$ cat src/rtl/frame_sequencer.sv
// rtl/frame_sequencer.sv - frame pixel sequencer feeding an image processor, one pixel outstanding at a time
// A double-buffered compensation matrix is swapped in at frame start; a WAIT watchdog abandons stuck frames.
module frame_sequencer #(
  parameter int PIXELS  = 64,
  parameter int TIMEOUT = 255
) (
  input  logic         clk,
  input  logic         rst_n,
  input  logic         start,
  input  logic [287:0] matrix_in,
  input  logic         matrix_load,
  input  logic [23:0]  src_rgb,
  input  logic         src_valid,
  output logic         src_ready,
  output logic [23:0]  proc_rgb,
  output logic         proc_valid,
  input  logic         proc_ready,
  input  logic         proc_busy,
  input  logic [23:0]  proc_out_rgb,
  input  logic         proc_out_valid,
  output logic [287:0] comp_matrix,
  output logic         matrix_valid,
  output logic [23:0]  dst_rgb,
  output logic         dst_valid,
  output logic         dst_last,
  input  logic         dst_ready,
  output logic         busy,
  output logic         frame_done,
  output logic         error
);

  localparam logic [1:0] IDLE  = 2'd0;
  localparam logic [1:0] ISSUE = 2'd1;
  localparam logic [1:0] WAIT  = 2'd2;
  localparam logic [1:0] DONE  = 2'd3;

  localparam logic [15:0] LAST_IDX = 16'(PIXELS - 1);
  localparam logic [15:0] WD_LIMIT = 16'(TIMEOUT);

  logic [1:0]   state_q, state_d;
  logic [287:0] shadow_q, shadow_d;
  logic [287:0] comp_q, comp_d;
  logic         pending_q, pending_d;
  logic         mvalid_q, mvalid_d;
  logic [23:0]  dst_rgb_q, dst_rgb_d;
  logic         dst_valid_q, dst_valid_d;
  logic         dst_last_q, dst_last_d;
  logic [15:0]  count_q, count_d;
  logic [15:0]  wd_q, wd_d;
  logic         busy_q, busy_d;
  logic         frame_done_q, frame_done_d;
  logic         error_q, error_d;
  logic         handshake;

  assign src_ready    = (state_q == ISSUE) && proc_ready && !proc_busy && !dst_valid_q;
  assign handshake    = src_valid && src_ready;
  assign proc_rgb     = src_rgb;
  assign proc_valid   = handshake;
  assign comp_matrix  = comp_q;
  assign matrix_valid = mvalid_q;
  assign dst_rgb      = dst_rgb_q;
  assign dst_valid    = dst_valid_q;
  assign dst_last     = dst_last_q;
  assign busy         = busy_q;
  assign frame_done   = frame_done_q;
  assign error        = error_q;

  always_comb begin
    state_d      = state_q;
    shadow_d     = shadow_q;
    comp_d       = comp_q;
    pending_d    = pending_q;
    mvalid_d     = mvalid_q;
    dst_rgb_d    = dst_rgb_q;
    dst_valid_d  = dst_valid_q;
    dst_last_d   = dst_last_q;
    count_d      = count_q;
    wd_d         = wd_q;
    busy_d       = busy_q;
    frame_done_d = 1'b0;
    error_d      = error_q;

    if (matrix_load) begin
      shadow_d  = matrix_in;
      pending_d = 1'b1;
    end

    if (dst_valid_q && dst_ready) begin
      dst_valid_d = 1'b0;
      dst_last_d  = 1'b0;
    end

    case (state_q)
      IDLE: begin
        if (start && (mvalid_q || pending_q)) begin
          // Swap takes the pre-load shadow; a same-cycle load keeps pending set.
          if (pending_q) begin
            comp_d   = shadow_q;
            mvalid_d = 1'b1;
            if (!matrix_load) begin
              pending_d = 1'b0;
            end
          end
          count_d = 16'd0;
          busy_d  = 1'b1;
          state_d = ISSUE;
        end
      end
      ISSUE: begin
        if (handshake) begin
          wd_d    = 16'd0;
          state_d = WAIT;
        end
      end
      WAIT: begin
        if (proc_out_valid) begin
          dst_rgb_d   = proc_out_rgb;
          dst_valid_d = 1'b1;
          dst_last_d  = (count_q == LAST_IDX);
          count_d     = count_q + 16'd1;
          state_d     = (count_q == LAST_IDX) ? DONE : ISSUE;
        end else if (wd_q + 16'd1 == WD_LIMIT) begin
          wd_d    = wd_q + 16'd1;
          error_d = 1'b1;
          busy_d  = 1'b0;
          state_d = IDLE;
        end else begin
          wd_d = wd_q + 16'd1;
        end
      end
      DONE: begin
        if (!dst_valid_q || dst_ready) begin
          frame_done_d = 1'b1;
          busy_d       = 1'b0;
          state_d      = IDLE;
        end
      end
      default: state_d = IDLE;
    endcase
  end

  always_ff @(posedge clk or negedge rst_n) begin
    if (!rst_n) begin
      state_q      <= IDLE;
      shadow_q     <= '0;
      comp_q       <= '0;
      pending_q    <= 1'b0;
      mvalid_q     <= 1'b0;
      dst_rgb_q    <= '0;
      dst_valid_q  <= 1'b0;
      dst_last_q   <= 1'b0;
      count_q      <= '0;
      wd_q         <= '0;
      busy_q       <= 1'b0;
      frame_done_q <= 1'b0;
      error_q      <= 1'b0;
    end else begin
      state_q      <= state_d;
      shadow_q     <= shadow_d;
      comp_q       <= comp_d;
      pending_q    <= pending_d;
      mvalid_q     <= mvalid_d;
      dst_rgb_q    <= dst_rgb_d;
      dst_valid_q  <= dst_valid_d;
      dst_last_q   <= dst_last_d;
      count_q      <= count_d;
      wd_q         <= wd_d;
      busy_q       <= busy_d;
      frame_done_q <= frame_done_d;
      error_q      <= error_d;
    end
  end

endmodule

$ cat config.mk
export PLATFORM = sky130hd
export DESIGN_NAME = frame_sequencer
export DESIGN_NICKNAME = d
export VERILOG_FILES = /design/src/rtl/frame_sequencer.sv
export SDC_FILE = /design/constraint.sdc
export NUM_CORES = 1
export LEC_CHECK = 0
export CAP_MARGIN = 20
export CORE_AREA = 2 2 272 274
export CTS_CLUSTER_DIAMETER = 40
export DETAILED_ROUTE_END_ITERATION = 8
export DIE_AREA = 0 0 274 276
export GPL_ROUTABILITY_DRIVEN = 0
export SLEW_MARGIN = 0
export SYNTH_ARGS = -nofsm -noshare
export SYNTH_HDL_FRONTEND = slang
export SYNTH_SLANG_ARGS = --single-unit
$ cat constraint.sdc
create_clock -name clk -period 2.1 [get_ports clk]
set_input_delay 0.42 -clock clk [delete_from_list [all_inputs] [get_ports clk]]
set_output_delay 0.42 -clock clk [all_outputs]
set_load 0.02 [all_outputs]
# After elaboration in Yosys (flattened, before gate mapping)
# Index checks and enable logic that the tools add are counted.
[totals] ff_bits=641 in_bits=345 output_inout_bits=344 word_cells=80
[op_classes] addsub=2 eq_ne=12 muxes=31 n_bitwise=1 n_reduce_logical=21
[ops] op="16-bit 2-to-1 mux" count=4
[ops] op="16-bit case mux with 2 select lines" count=2
[ops] op="16-bit by 1-bit adder with 16-bit output (second input constant)" count=2
[ops] op="1-bit 2-to-1 mux" count=17
[ops] op="16-bit by 6-bit equality test with 1-bit output (second input constant)" count=1
[ops] op="16-bit by 8-bit equality test with 1-bit output (second input constant)" count=1
[ops] op="2-bit 2-to-1 mux" count=6
[ops] op="2-bit inequality test (second input constant)" count=6
[ops] op="3-bit AND reduction" count=4
[ops] op="2-bit case mux with 4 select lines" count=1
[ops] op="1-bit logical AND" count=6
[ops] op="5-bit AND reduction" count=1
[ops] op="2-bit equality test (second input constant)" count=2
[ops] op="4-bit AND reduction" count=1
[ops] op="2-bit nonzero test" count=2
[ops] op="3-bit inequality test (second input constant)" count=1
[ops] op="1-bit case mux with 3 select lines" count=1
[ops] op="3-bit nonzero test" count=1
[ops] op="2-bit by 1-bit equality test with 1-bit output (second input constant)" count=1
[ops] op="1-bit logical NOT" count=2
[ops] op="2-bit logical NOT" count=1
[ops] op="1-bit logical OR" count=2
[ops] op="2-bit AND reduction" count=1
[ops] op="1-bit inverter" count=1

# Longest topological paths before layout
[logic_depth] word_depth=7 mapped_depth=9 depth_no_buf=7

# Least setup slack after synthesis
# No wires, ideal clock.
[synth_timing] path_type="register to register" startpoint="register dst_valid_q, in the netlist dst_valid" endpoint="register wd_q[15]" setup_ns=0.133 t_arrival_ns=2.107 required_time_ns=1.967 setup_slack_ns=-0.140 path_stages_with_launch=8 path_buffers=2 period_less_slack_ns=2.240 cell_sequence="dfrtp_1 > nor4_1 > and2_1 > buf_2 > nor2_1 > buf_2 > o21ai_0 > o41ai_1"
[synth_via] elab_chain_len=5
[synth_lines] element="start, declared" line="46" source="logic dst_valid_q, dst_valid_d;"
[synth_lines] element="start signal, assigned" line="164" source="dst_valid_q <= dst_valid_d;"
[synth_lines] element="1-bit logical NOT" line="55" source="assign src_ready = (state_q == ISSUE) && proc_ready && !proc_busy && !dst_valid_q;"
[synth_lines] element="1-bit logical AND" line="55"
[synth_lines] element="named net src_ready" line="14" source="output logic src_ready,"
[synth_lines] element="1-bit logical AND" line="56" source="assign handshake = src_valid && src_ready;"
[synth_lines] element="named net proc_valid" line="16" source="output logic proc_valid,"
[synth_lines] element="2-bit inequality test (no line)"
[synth_lines] element="3-bit AND reduction (no line)"
[synth_lines] element="end signal, assigned" line="167" source="wd_q <= wd_d;"
[synth_lines] element="end, declared" line="49" source="logic [15:0] wd_q, wd_d;"
# The timed path passes the listed nets, and every way through them passes these cells.
# A chain may end at the register's enable or synchronous reset.

# Final worst setup path
[layout_timing] startpoint="register state_q[0]" endpoint="output port proc_valid"
[layout_via] elab_chain_len=5
[layout_lines] element="start, declared" line="40" source="logic [1:0] state_q, state_d;"
[layout_lines] element="start signal, assigned" line="158" source="state_q <= state_d;"
[layout_lines] element="2-bit by 1-bit equality test with 1-bit output" line="55"
[layout_lines] element="1-bit logical AND (3 in a row)" line="55"
[layout_lines] element="1-bit logical AND" line="56"
[layout_lines] element="end, declared" line="16"
# No other way between the ends.

==> results.md <==
Layout:
- The number of nets at the end of the flow is 2627.
- Once layout is complete, the utilization of the core stands at 0.500.
- The total non-filler cell area in the finished layout is around 36000 sq um.
- In the final layout, the share of cells above drive strength 1 is 0.375.
- The count of placed standard cells in the final layout, fillers left out is 3335.
- The growth of design area from synthesis to finish is 46.9%.

Worst setup path:
- STA classifies the critical path startpoint as a register.
- For the worst setup path, the data arrival time is ~1600 ps.
- The type of element capturing the critical path is a primary output.
- The data required time at the worst endpoint is 1680 ps.
- The worst setup path is of the register to primary output kind.
- In this run the worst path has a maximum fanout of 2.
- In this run the register-to-register setup slack is 120 ps.

Timing:
- Hold timing on the final database bottoms out at a slack of 260 ps.
- The normalized max-slew margin is 0.609.
- The largest clock skew in the final design is ~49 ps.
- The final setup violation count is 0.
- For the pin with the worst max-slew slack, the measured transition is 587 ps.
- The post-route clock period utilization is 0.982.
- The time the final worst path needs with I/O delays and setup is 2060 ps.
- Setup repair after global routing could not meet its margin everywhere.
- The number of max-slew violations in the final report was 0.
- The final number of hold-violating endpoints came to 0.
- Static timing analysis puts the maximum clock frequency at slightly below 0.5 GHz.

Pwr:
- Of the total power, the share spent switching nets is 0.318.
- The leakage power of the design is 15.7 nW.
- The maximum ir drop on the vdd rail is 881 uV.
- The clock share of power is 0.334.
- The cell internal power dissipation is 36.0 mW.
- The proportion of power drawn by flip-flops and latches is 0.343.
- The power share of the combinational group is 0.324.
- The analysis attributes to net switching a power of approximately 17 mW.
- The power density over cell area is roughly 1500 nW/um^2.

Routing:
- After detailed routing, the average wire length per cell comes to about 20 um.
- Using the TritonRoute via totals, the vias-per-cell ratio works out to between 4 and 5.
- The detail route stage leaves a number of antenna-violating nets equal to 0.
- For this block, the routed nets add up to 65.2 mm of wire.
- The total via count in the routed design is 15468.
- The pre-antenna-repair detailed-routing pass consisted of 4 iterations.
- In the routed design, unresolved DRC markers number 0.
- After the first detailed-routing iteration, the DRC count stood at 497.

Placement:
- Port buffering added 640 buffers.
- The estimated wirelength of the detail-placed design is between 40 and 50 mm.
- The post-placement cell area is between 30000 and 40000 sq um.
- After detailed placement, the design holds a cell count of about 3100.

Synth:
- The number of warning messages in the yosys log is 0.
- The post-synthesis instance area is 24700 sq um.
- When the netlist entered floorplanning its net count stood at 1911.
- The most used flip-flop cell after synthesis is dfrtp_1.
- The post-synthesis sequential area ratio is 0.649.
- Synthesis instantiated 52 different standard cells from the library.
- The number of instances in the synthesized netlist is ~1600.
- The share of synthesized flip-flops with an asynchronous set or reset is 1.00.
- The synthesized area per cell is 15.8 sq um.
- The post-synthesis sequential element count is about 640.
- The synthesized design contains 0 enable-type register cells.

Global routing:
- Entering global routing, the biggest net connects 78 pins.
- The initial antenna violation count is 15.
- The total global-route track usage is 0.171.
- The global routing usage on met2 is 0.298.
- For this run the aggregate overflow at the end of global routing stands at 0.
- In the global route stage, met3 resource usage came out at 0.0593.
- The via count of the first global-routing pass is approximately 17000.
- The wire length of the first global-routing pass is a little over 100 mm.
- In the global route stage, met1 resource usage came out at 0.191.
- The routing layer with the top usage in global route is met2.

Floorplan:
- The count of pins on the block boundary is 689.
- The floorplan die height is ~280 um.
- The initial core utilization is 0.340.
- Row generation in the floorplan step produced 99 rows.
- The core outline area is 72600 sq um.
- The die width is 274 um.
- The total die area is between 70000 and 80000 sq um.

CTS:
- The clock reaches the later pin of the worst-skew pair after 650 ps.
- The number of clock buffers inserted by TritonCTS is 102.
- The number of clock sinks is 641.
- TritonCTS built the clock tree.
- Clock-pin slew was measured on the worst setup and hold paths at 50 ps.
- The cell at the root of the clock tree is clkbuf_16.
- CTS built an H-tree with a depth of 3.
- No sink is reached through more buffers than the 3 on the longest clock path.

Run status:
- The run finished with clean final reports.

Job:
- The tool flagged a number of max-cap violations equal to 0.

Worst hold path:
- The path category of the worst min-delay check is input pin to register.
## kinds of logic after synthesis
logic type / synth area share
AO/OA/AOI/OAI: 0.0129
XOR/XNOR: 0.00532
adder cells (fa/ha/maj): 0.00152
buffers and inverters: 0.0268
flip-flops: 0.649
multiplexers: 0.274
AND/OR/NAND/NOR: 0.0303
## synthesized netlist by cell type (4+ instances only)
master	n	share of area
dfrtp_1	641	0.65
buf_4	47	0.014
and2_1	6	0.0015
nand2_1	24	0.0036
buf_1	8	0.0012
a21oi_1	5	0.0010
xnor2_1	8	0.0028
o21ai_0	31	0.0063
clkbuf_1	8	0.0012
nor4_1	4	0.0010
mux2_2	600	0.27
nor2_1	32	0.0049
nand4_1	13	0.0033
nor3_1	9	0.0018
buf_2	41	0.0083
xor2_1	7	0.0025
nand2b_1	4	0.0010
nand3_1	16	0.0032
and3_1	5	0.0013
## per-stage QoR
stage / TNS (ps) / setup WS, ps / power, mW
floorplan: 0 / 115 / 26.8
global placement: -48220 / -247 / 36.1
detailed placement: -45470 / -356 / 36.5
CTS: -72.0 / -72.0 / 53.6
global route: -48.4 / -46.3 / 55.2
finish: 0 / 36.9 / 52.7
## flip-flops by register name, indices dropped and copies added (netlist names), 2 cells and up
register,cells
comp_matrix,288
shadow_q,288
dst_rgb,24
count_q,16
wd_q,16
state_q,2
## worst max-delay path, stage by stage (launching register included)
cell and delay, ps:
dfrtp_1 380, nand2_2 80, nor4_4 280, and2_4 190, buf_6 110
## area by class of cell
cell class / count / area, sq um
Antenna cell: 12 / 30.0
Inverter: 3 / 11.3
Tap cell: 959 / 1200
Clock buffer: 119 / 2740
Clock inverter: 70 / 947
Multi-Input combinational cell: 812 / 8060
Timing Repair Buffer: 719 / 7260
Fill cell: 6209 / 36300
Sequential cell: 641 / 16000
## power groups by stage
stage / Combinational [mW] / Sequential, mW / Clock [mW]
floorplan: 5.02 / 21.8 / 0
CTS: 17.5 / 18.1 / 18.0
global placement: 18.0 / 18.1 / 0
finish: 17.1 / 18.1 / 17.6
global route: 18.0 / 18.6 / 18.7
detailed placement: 18.2 / 18.3 / 0
## per-layer routing
| layer | share of wire | wire length (um) | up-vias |
|---|---|---|---|
| met5 | 0.00037 | 24 | - |
| met4 | 0.030 | 1940 | 4 |
| met3 | 0.080 | 5230 | 119 |
| met2 | 0.52 | 33700 | 464 |
| met1 | 0.37 | 24300 | 7897 |
| li1 | - | - | 6984 |
## repair_timing
item / 4_1_cts / 5_1_grt
hold buffers: 1 / 0
pin swaps: 2 / 4
setup buffers: 2 / 0
resized for setup: 130 / 48
endpoints found under the hold margin: 27 / 0
setup endpoints to repair: 128 / 44
## path summary, 6_finish.rpt
kind / from / endpoint / cells after the start
min in group asynchronous: rst_n / comp_matrix[207] / 2
hold / removal: matrix_load / shadow_q[26] / 2
setup reg to reg: state_q[0] / comp_matrix[234] / 6
max in group asynchronous: rst_n / comp_matrix[154] / 3
hold reg to reg: error / error / 1
setup / recovery: state_q[0] / proc_valid / 4
## cell usage in the layout (no fill, tap or decap), types with 24 or more instances in the layout
cell	instances
clkbuf_16	102
nor2_1	31
dfrtp_1	640
buf_4	54
o21ai_0	31
dlymetal6s2s_1	39
clkdlybuf4s50_1	479
buf_12	24
mux2_2	600
dlygate4sd2_1	118
(Power assumes the default switching activity.)
